--- config.mk ---
export PLATFORM = sky130hd
export DESIGN_NAME = level_ctrl
export DESIGN_NICKNAME = d
export VERILOG_FILES = /design/src/rtl/level_ctrl.sv
export SDC_FILE = /design/constraint.sdc
export NUM_CORES = 1
export LEC_CHECK = 0
export BUFFER_PORTS_ARGS = -buffer_cell sky130_fd_sc_hd__buf_2
export CAP_MARGIN = 10
export CORE_MARGIN = 2
export CORE_UTILIZATION = 40
export CTS_CLUSTER_DIAMETER = 50
export CTS_CLUSTER_SIZE = 12
export DETAILED_ROUTE_END_ITERATION = 7
export PLACE_DENSITY = 0.62
export SLEW_MARGIN = 15
export SYNTH_ARGS = -nofsm -noshare
export SYNTH_HDL_FRONTEND = slang
export SYNTH_SLANG_ARGS = --single-unit
export TNS_END_PERCENT = 30
--- constraint.sdc ---
create_clock -name clk -period 4.64 [get_ports clk]
set_input_delay 0.232 -clock clk [delete_from_list [all_inputs] [get_ports clk]]
set_output_delay 0.232 -clock clk [all_outputs]
set_load 0.01 [all_outputs]
--- src/rtl/level_ctrl.sv ---
// Game-level sequencer: walks levels 1..MAX_LEVEL, keeps score and lives,
// and drives the level timeout counter's enable and active-low restart.
module level_ctrl #(
    parameter int HITS_PER_LEVEL = 8,
    parameter int MAX_LEVEL      = 5,
    parameter int START_LIVES    = 3,
    parameter int SCORE_W        = 8
) (
    input  logic               clk,
    input  logic               rst,
    input  logic               start,
    input  logic               hit,
    input  logic               timeout,
    output logic [2:0]         curLevel,
    output logic               enable,
    output logic               tmr_rst_n,
    output logic [SCORE_W-1:0] score,
    output logic [1:0]         lives,
    output logic               level_up,
    output logic               game_over
);

    typedef enum logic [2:0] {IDLE, PLAY, LVLUP, MISS, OVER} state_t;

    localparam logic [3:0] LAST_HIT  = 4'(HITS_PER_LEVEL - 1);
    localparam logic [2:0] TOP_LEVEL = 3'(MAX_LEVEL);
    localparam logic [1:0] LIVES0    = 2'(START_LIVES);

    state_t             state, state_n;
    logic [3:0]         hit_cnt, cnt_n;
    logic [2:0]         lvl_n;
    logic               en_n, trn_n, lu_n, go_n;
    logic [SCORE_W-1:0] score_n;
    logic [1:0]         lives_n;
    logic [SCORE_W:0]   sum;

    assign sum = {1'b0, score} + (SCORE_W + 1)'(curLevel);

    always_comb begin
        state_n = state;
        lvl_n   = curLevel;
        en_n    = 1'b0;
        trn_n   = 1'b0;
        score_n = score;
        lives_n = lives;
        lu_n    = 1'b0;
        go_n    = 1'b0;
        cnt_n   = hit_cnt;
        unique case (state)
            IDLE, OVER: begin
                go_n = (state == OVER);
                if (start) begin
                    state_n = PLAY;
                    lvl_n   = 3'd1;
                    score_n = '0;
                    lives_n = LIVES0;
                    cnt_n   = 4'd0;
                    en_n    = 1'b1;
                    trn_n   = 1'b1;
                    go_n    = 1'b0;
                end
            end
            PLAY: begin
                en_n  = 1'b1;
                trn_n = 1'b1;
                if (hit) begin
                    // A simultaneous timeout is dropped: the hit restarts the timer.
                    score_n = sum[SCORE_W] ? '1 : sum[SCORE_W-1:0];
                    trn_n   = 1'b0;
                    if (hit_cnt == LAST_HIT) begin
                        cnt_n = 4'd0;
                        if (curLevel < TOP_LEVEL) begin
                            state_n = LVLUP;
                            lvl_n   = curLevel + 3'd1;
                            lu_n    = 1'b1;
                            en_n    = 1'b0;
                        end
                    end else begin
                        cnt_n = hit_cnt + 4'd1;
                    end
                end else if (timeout) begin
                    en_n    = 1'b0;
                    trn_n   = 1'b0;
                    lives_n = lives - 2'd1;
                    if (lives == 2'd1) begin
                        state_n = OVER;
                        go_n    = 1'b1;
                    end else begin
                        state_n = MISS;
                    end
                end
            end
            LVLUP, MISS: begin
                state_n = PLAY;
                en_n    = 1'b1;
                trn_n   = 1'b1;
            end
            default: state_n = IDLE;
        endcase
    end

    always_ff @(posedge clk) begin
        if (rst) begin
            state     <= IDLE;
            curLevel  <= 3'd1;
            enable    <= 1'b0;
            tmr_rst_n <= 1'b0;
            score     <= '0;
            lives     <= LIVES0;
            level_up  <= 1'b0;
            game_over <= 1'b0;
            hit_cnt   <= 4'd0;
        end else begin
            state     <= state_n;
            curLevel  <= lvl_n;
            enable    <= en_n;
            tmr_rst_n <= trn_n;
            score     <= score_n;
            lives     <= lives_n;
            level_up  <= lu_n;
            game_over <= go_n;
            hit_cnt   <= cnt_n;
        end
    end

endmodule

==> metrics, run 1 <==
Synth Register Bits 24; clock transition at the registers of the reported paths 0.13 ns; Synth Area in Compound Gates 0.2300; number of global-route vias before repair 1,043; initial core utilization 0.4207; Routability Congestion 0.8583; critical path type reg2reg; Core ar. 3078 sq um; Placed Cells incl. Taps 211; Tightest Pin Transition 0.7198 ns; Post-synth EDFFs 0; maximum VDD drop 0.09407 mV; Rows 20; Port Buffers 21; Worst Hold Path EP hit_cnt[2]$_SDFFE_PP0P_; Hold Buf Count CTS 0; hold depth 3; max-slew headroom at the worst pin 0.5164; Final Critical Period approximately 2.1 ns; post-DP HPWL 2050 microns; Final Hold Fails 0; DRT iter0 DRCs 28; CTS root buf clkbuf_4; die height around 61 microns; Syn Nets 164; Max-Cap Viols 0; # diodes 0; wire per inst between 10 and 15 microns; clk_skew 0.004794 ns; final setup violation count 0; Synth async-reset ratio 0; die footprint around 3700 sq um; Reg2Reg Capture Point score[4]$_SDFFE_PP0P_; CP Max Fanout 7; H-tree Lvls 1; RSZ-0062 raised after global routing false; fmax 481.5 MHz; required time of the critical path 4.89 ns; PwrDens roughly 260 nW/um^2; run status completed; Clock Sinks 24; synth unique cells 44; hold_sp hit; I/O Pins 22; worst path arrival time between 2 and 2.5 ns; Leak 0.5491 nW; Post-CTS Setup Bufs 0; TritonCTS clock tree yes; antenna violations before repair 0; mux share of post-synthesis cell area 0.007729; first-pass GRT wire length ~4700 microns; final wirelength 2777 microns; First-pass DRT Iterations 4; drt via density 5.383; sequential share of the synthesized area 0.3710; Post-Synth Simple-Gate Area 0.2599; Reg-to-Reg Start curLevel[0]$_SDFFE_PP1P_; total CTS buffers 3; setup_tns 0 ns; post-route ant nets 0; Synthesis Warnings 0; GRT overflow 0; final worst slack between 2 and 3 ns; final cell count without fillers between 200 and 250; Die X 60.90 microns; Post-Syn Area 1295 sq um; largest family of logic cells by synthesized area simple AND/OR/NAND/NOR gates; layout cell share with drive strength beyond 1 0.1706; gr usage total 0.1673; Synth Area in XOR/XNOR 0.01353; worst-skew pair later-pin latency 0.30 ns; nets 184; Hold WC Path Type in2reg; crit path launch curLevel[0]$_SDFFE_PP1P_; Vias around 1,200; post-CTS sizing 0; largest net degree at the start of global routing 22; R2R depth 6; Worst setup EP type register; Max Root-Sink Buffers 2; Primary FF master, synth dfxtp_1; pre-CTS WS 2.618 ns; Mapped Cells 152; Final Slew Violations 0; R2R setup slack 2.56 ns; post-synthesis adder-cell area fraction 0.07343; startpoint types register; DR DRC count 0; hold slack 0.2642 ns; Final Core Density 0.4675; Syn Area/Cell 8.520 sq um; Area Growth Syn to Fin 11.11%; fin crit share 0.4476
-- logic make-up (layout without fill, tap and decap cells) --
| kind of cell | Yosys count | in the layout |
|---|---|---|
| AND/OR/NAND/NOR | 62 | 62 |
| AO/OA/AOI/OAI | 45 | 45 |
| flip-flops | 24 | 24 |
| buffers and inverters | 11 | 29 |
| adder cells (fa/ha/maj) | 7 | 7 |
| XOR/XNOR | 2 | 2 |
| multiplexers | 1 | 1 |
-- worst max-delay path by stage --
stage               cells after the start  slack, ns                    end
floorplan                               6       2.86  score[3]$_SDFFE_PP0P_
global placement                        6       2.71  score[4]$_SDFFE_PP0P_
CTS                                     6       2.57  score[4]$_SDFFE_PP0P_
detailed placement                      6       2.62  score[4]$_SDFFE_PP0P_
global route                            6       2.34  score[4]$_SDFFE_PP0P_
finish                                  6       2.56  score[4]$_SDFFE_PP0P_
-- layout make-up --
| class | instances | area (sq um) |
|---|---|---|
| multi-input combinational | 117 | 757.0 |
| inverter | 5 | 18.77 |
| sequential | 24 | 480.5 |
| clock buffer | 3 | 22.52 |
| fill | 324 | 1639 |
| tap | 44 | 55.05 |
| timing repair buffer | 21 | 105.1 |
-- power by group --
part / switching (mW) / total [mW] / internal [mW]
clock: 0.0600 / 0.0903 / 0.0303
combinational: 0.0353 / 0.0597 / 0.0244
sequential: 0.00910 / 0.222 / 0.213
-- Yosys cell counts (2+ instances only) --
library cell	count	area (sq um)
xor2_1	2	17.52
o21ai_1	5	25.02
nor3_1	9	45.04
nand3_1	6	30.03
o2bb2ai_1	4	35.03
nor3b_2	2	25.02
nand2_1	9	33.78
ha_1	6	75.07
clkbuf_1	2	7.510
dfxtp_1	24	480.5
o21ai_0	4	20.02
inv_1	5	18.77
nand4bb_1	2	22.52
a21oi_1	14	70.07
nor2_1	19	71.32
buf_4	2	15.01
a211oi_1	3	22.52
or2_1	2	12.51
nand2b_1	5	31.28
o21a_1	3	22.52
-- critical path, cell delays in order (launching register included) --
cell and delay, ns:
dfxtp_1 0.47, ha_1 0.22, fa_1 0.21, a21oi_1 0.13, nor3_1 0.62, o21ai_0 0.22
a21oi_1 0.15
-- through the flow --
stage,cell area (sq um),total power [mW]
finish,1439,0.3718
floorplan,1295,0.2694
global placement,1416,0.2850
CTS,1439,0.3766
global route,1439,0.3949
detailed placement,1416,0.2861
-- layer usage --
layer,share of wire,GRT usage,up-vias
li1,-,-,595
met2,0.46,0.2765,16
met1,0.50,0.2272,539
met3,0.031,0.02559,2
met4,0.0061,0.04658,0
met5,0,0,-
-- cells in the final DEF (no fill, tap or decap), types with 3 or more instances in the layout --
cell       synthesis  layout
nand2_1            9       9
a21oi_1           14      14
nand3_1            6       6
clkbuf_4           0       3
o21ai_0            4       4
dfxtp_1           24      24
nand2b_1           5       5
nor3_1             9       9
buf_2              1      21
ha_1               6       6
a211oi_1           3       3
nor2_1            19      19
o21ai_1            5       5
o21a_1             3       3
o2bb2ai_1          4       4
inv_1              5       5
-- sequential cells by signal, summed over array words and instances, names as in the netlist --
signal,count
state,3
enable,1
game_over,1
lives,2
hit_cnt,4
curLevel,3
level_up,1
tmr_rst_n,1
score,8
No activity file was read; power rests on OpenSTA's default activity.
==> run 2: changes to the inputs <==
--- a/config.mk
+++ b/config.mk
@@ -5,6 +5,7 @@
 export SDC_FILE = /design/constraint.sdc
 export NUM_CORES = 1
 export LEC_CHECK = 0
+export ABC_AREA = 1
 export BUFFER_PORTS_ARGS = -buffer_cell sky130_fd_sc_hd__buf_2
 export CAP_MARGIN = 10
 export CORE_MARGIN = 2
==> constraint.sdc (replaced) <==
create_clock -name clk -period 2.1 [get_ports clk]
set_input_delay 0.105 -clock clk [delete_from_list [all_inputs] [get_ports clk]]
set_output_delay 0.105 -clock clk [all_outputs]
set_load 0.01 [all_outputs]
==> metrics, run 2 <==
startpoint types register; Synth Register Bits 24 (unchanged); DRT iter0 DRCs 70 (+150%); CP Max Fanout 7 (unchanged); Final Core Density 0.4766 (+0.009080); run status completed; Syn Nets 207 (+26%); Area Growth Syn to Fin 12.16%; worst-skew pair later-pin latency 0.32 ns (+0.02 ns); final setup violation count 0 (unchanged); Primary FF master, synth dfxtp_1; Core ar. 3390 sq um (+10%); drt via density 4.897 (-9.0%); clk_skew 0.003752 ns (-0.001042 ns); final worst slack 0.3070 ns (-2.256 ns); total CTS buffers 3 (unchanged); Routability Congestion 0.8570 (-0.15%); number of global-route vias before repair 1,214 (+16%); Mapped Cells 195 (+28%); Post-Syn Area 1440 sq um (+11%); final wirelength 3085 microns (+11%); PwrDens 910.2 nW/um^2 (+250%); setup_tns 0 ns (unchanged); wire per inst 11.73 microns (-9.6%); Syn Area/Cell 7.385 sq um (-13%); fillers 354 (+9.3%); First-pass DRT Iterations 4 (unchanged); maximum VDD drop 0.5984 mV (+540%); DR DRC count 0 (unchanged); nets 230 (+25%); H-tree Lvls 1 (unchanged); Post-CTS Setup Bufs 0 (unchanged); Synth async-reset ratio 0 (unchanged); max-slew headroom at the worst pin 0.7094 (+0.1929); worst path arrival time 2.01 ns (-0.32 ns); Final Hold Fails 0 (unchanged); Synth top cells by count nand2_1 (39), dfxtp_1 (24), inv_1 (24), nor2_1 (18), nand3_1 (14); CTS root buf clkbuf_4; most common cell in the synthesized netlist nand2_1; TritonCTS clock tree yes; post-route ant nets 0 (unchanged); Rows 21 (+5.0%); Hold WC Path Type in2reg; Post-synth EDFFs 0 (unchanged); pre-CTS WS 0.3203 ns (-2.298 ns); Leak 0.7293 nW (+33%); largest area contributor in the synthesized netlist dfxtp_1; Vias 1,288 (+12%); initial core utilization 0.4249 (+0.004148); first-pass GRT wire length 5388 microns (+15%); Regs by FF count score: 8 flops, hit_cnt: 4 flops; Tightest Pin Transition 0.4360 ns (-0.2838 ns); Die X 64 microns (+5.1%); Top reg by flops score; Multi-input gate area 838.3 sq um (+11%); layout cell share with drive strength beyond 1 0.2719 (+0.1013); synth unique cells 32 (-27%); Final Slew Violations 0 (unchanged); critical path type reg2reg; fmax 557.7 MHz (+16%); Storage cell area 480.5 sq um (unchanged); I/O Pins 22 (unchanged); Max Root-Sink Buffers 2 (unchanged); Worst setup EP type register; Synth top area share 0.3336 (-0.03739); Clock Sinks 24 (unchanged); Max-Cap Viols 0 (unchanged); post-CTS sizing 0 (unchanged); most common cell after layout, fill and taps aside nand2_1; top cells by area, synth dfxtp_1 (33%), nand2_1 (10%), inv_1 (6.3%); antenna violations before repair 0 (unchanged); Synthesis Warnings 0 (unchanged); Largest register FFs 8 (unchanged); die footprint 4096 sq um (+10%); fin crit share 0.8538 (+0.4062); # diodes 0 (unchanged); Port Buffers 21 (unchanged); Final Critical Period 1.793 ns (-0.2839 ns); clock transition at the registers of the reported paths 0.13 ns (about the same); post-DP HPWL 2287 microns (+12%); most frequent cells in the layout nand2_1 (39), inv_1 (24), dfxtp_1 (24); gr usage total 0.1651 (-0.002131); GRT overflow 0 (unchanged); die height 64 microns (+5.1%); required time of the critical path 2.31 ns (-2.58 ns); largest net degree at the start of global routing 18 (-18%); Hold Buf Count CTS 0 (unchanged); RSZ-0062 raised after global routing false; sequential share of the synthesized area 0.3336 (-0.03739)
run 2: path summary, 6_finish.rpt:
| path | cells past startpoint | endpoint | slack, ns | start |
|---|---|---|---|---|
| max | 8 | score[2]$_SDFFE_PP0P_ | 0.31 | curLevel[0]$_SDFFE_PP1P_ |
| min | 3 | game_over$_SDFF_PP0_ | 0.09 | timeout |
| max reg2reg | 8 | score[2]$_SDFFE_PP0P_ | 0.31 | curLevel[0]$_SDFFE_PP1P_ |
| min reg2reg | 2 | score[0]$_SDFFE_PP0P_ | 0.50 | score[0]$_SDFFE_PP0P_ |
run 2: where the power goes:
part / total [mW] / internal [mW] / switching [mW]
sequential: 0.595 / 0.525 / 0.0700
clock: 0.251 / 0.106 / 0.144
combinational: 0.624 / 0.224 / 0.401
run 2: per-layer routing:
| metal | wire [microns] | track usage |
|---|---|---|
| met3 | 130 | 0.04049 |
| met1 | 1615 | 0.2176 |
| met2 | 1310 | 0.2656 |
| met4 | 29 | 0.04891 |
| met5 | 0 | 0 |
run 2: kinds of logic after synthesis:
| logic type | synth area share |
|---|---|
| AND/OR/NAND/NOR | 0.3441 |
| buffers and inverters | 0.08427 |
| flip-flops | 0.3336 |
| AO/OA/AOI/OAI | 0.1538 |
| adder cells (fa/ha/maj) | 0.06603 |
| XOR/XNOR | 0.01825 |
run 2: through the flow:
step	cell area, sq um	instances	hold WS [ns]	power (mW)
after global placement	1579	259	0.4461	1.223
after floorplan	1440	195	0.2895	1.104
after detailed placement	1579	259	0.4397	1.229
after global routing	1615	263	0.09285	1.599
final	1615	263	0.08651	1.470
after CTS	1615	263	0.08352	1.486
run 2: layout make-up:
| class | instances | area share |
|---|---|---|
| multi-input combinational | 142 | 0.5190 |
| sequential | 24 | 0.2974 |
| tap | 46 | 0.03563 |
| clock buffer | 4 | 0.02246 |
| inverter | 26 | 0.06042 |
| timing repair buffer | 21 | 0.06507 |
run 2: critical path, cell delays in order, from the launching register on:
cell     delay [ns]
dfxtp_1        0.37
ha_1           0.26
fa_1           0.40
nand2_1        0.09
a21oi_1        0.08
nand2_1        0.21
o21ai_0        0.14
nand2_1        0.09
a21oi_2        0.05
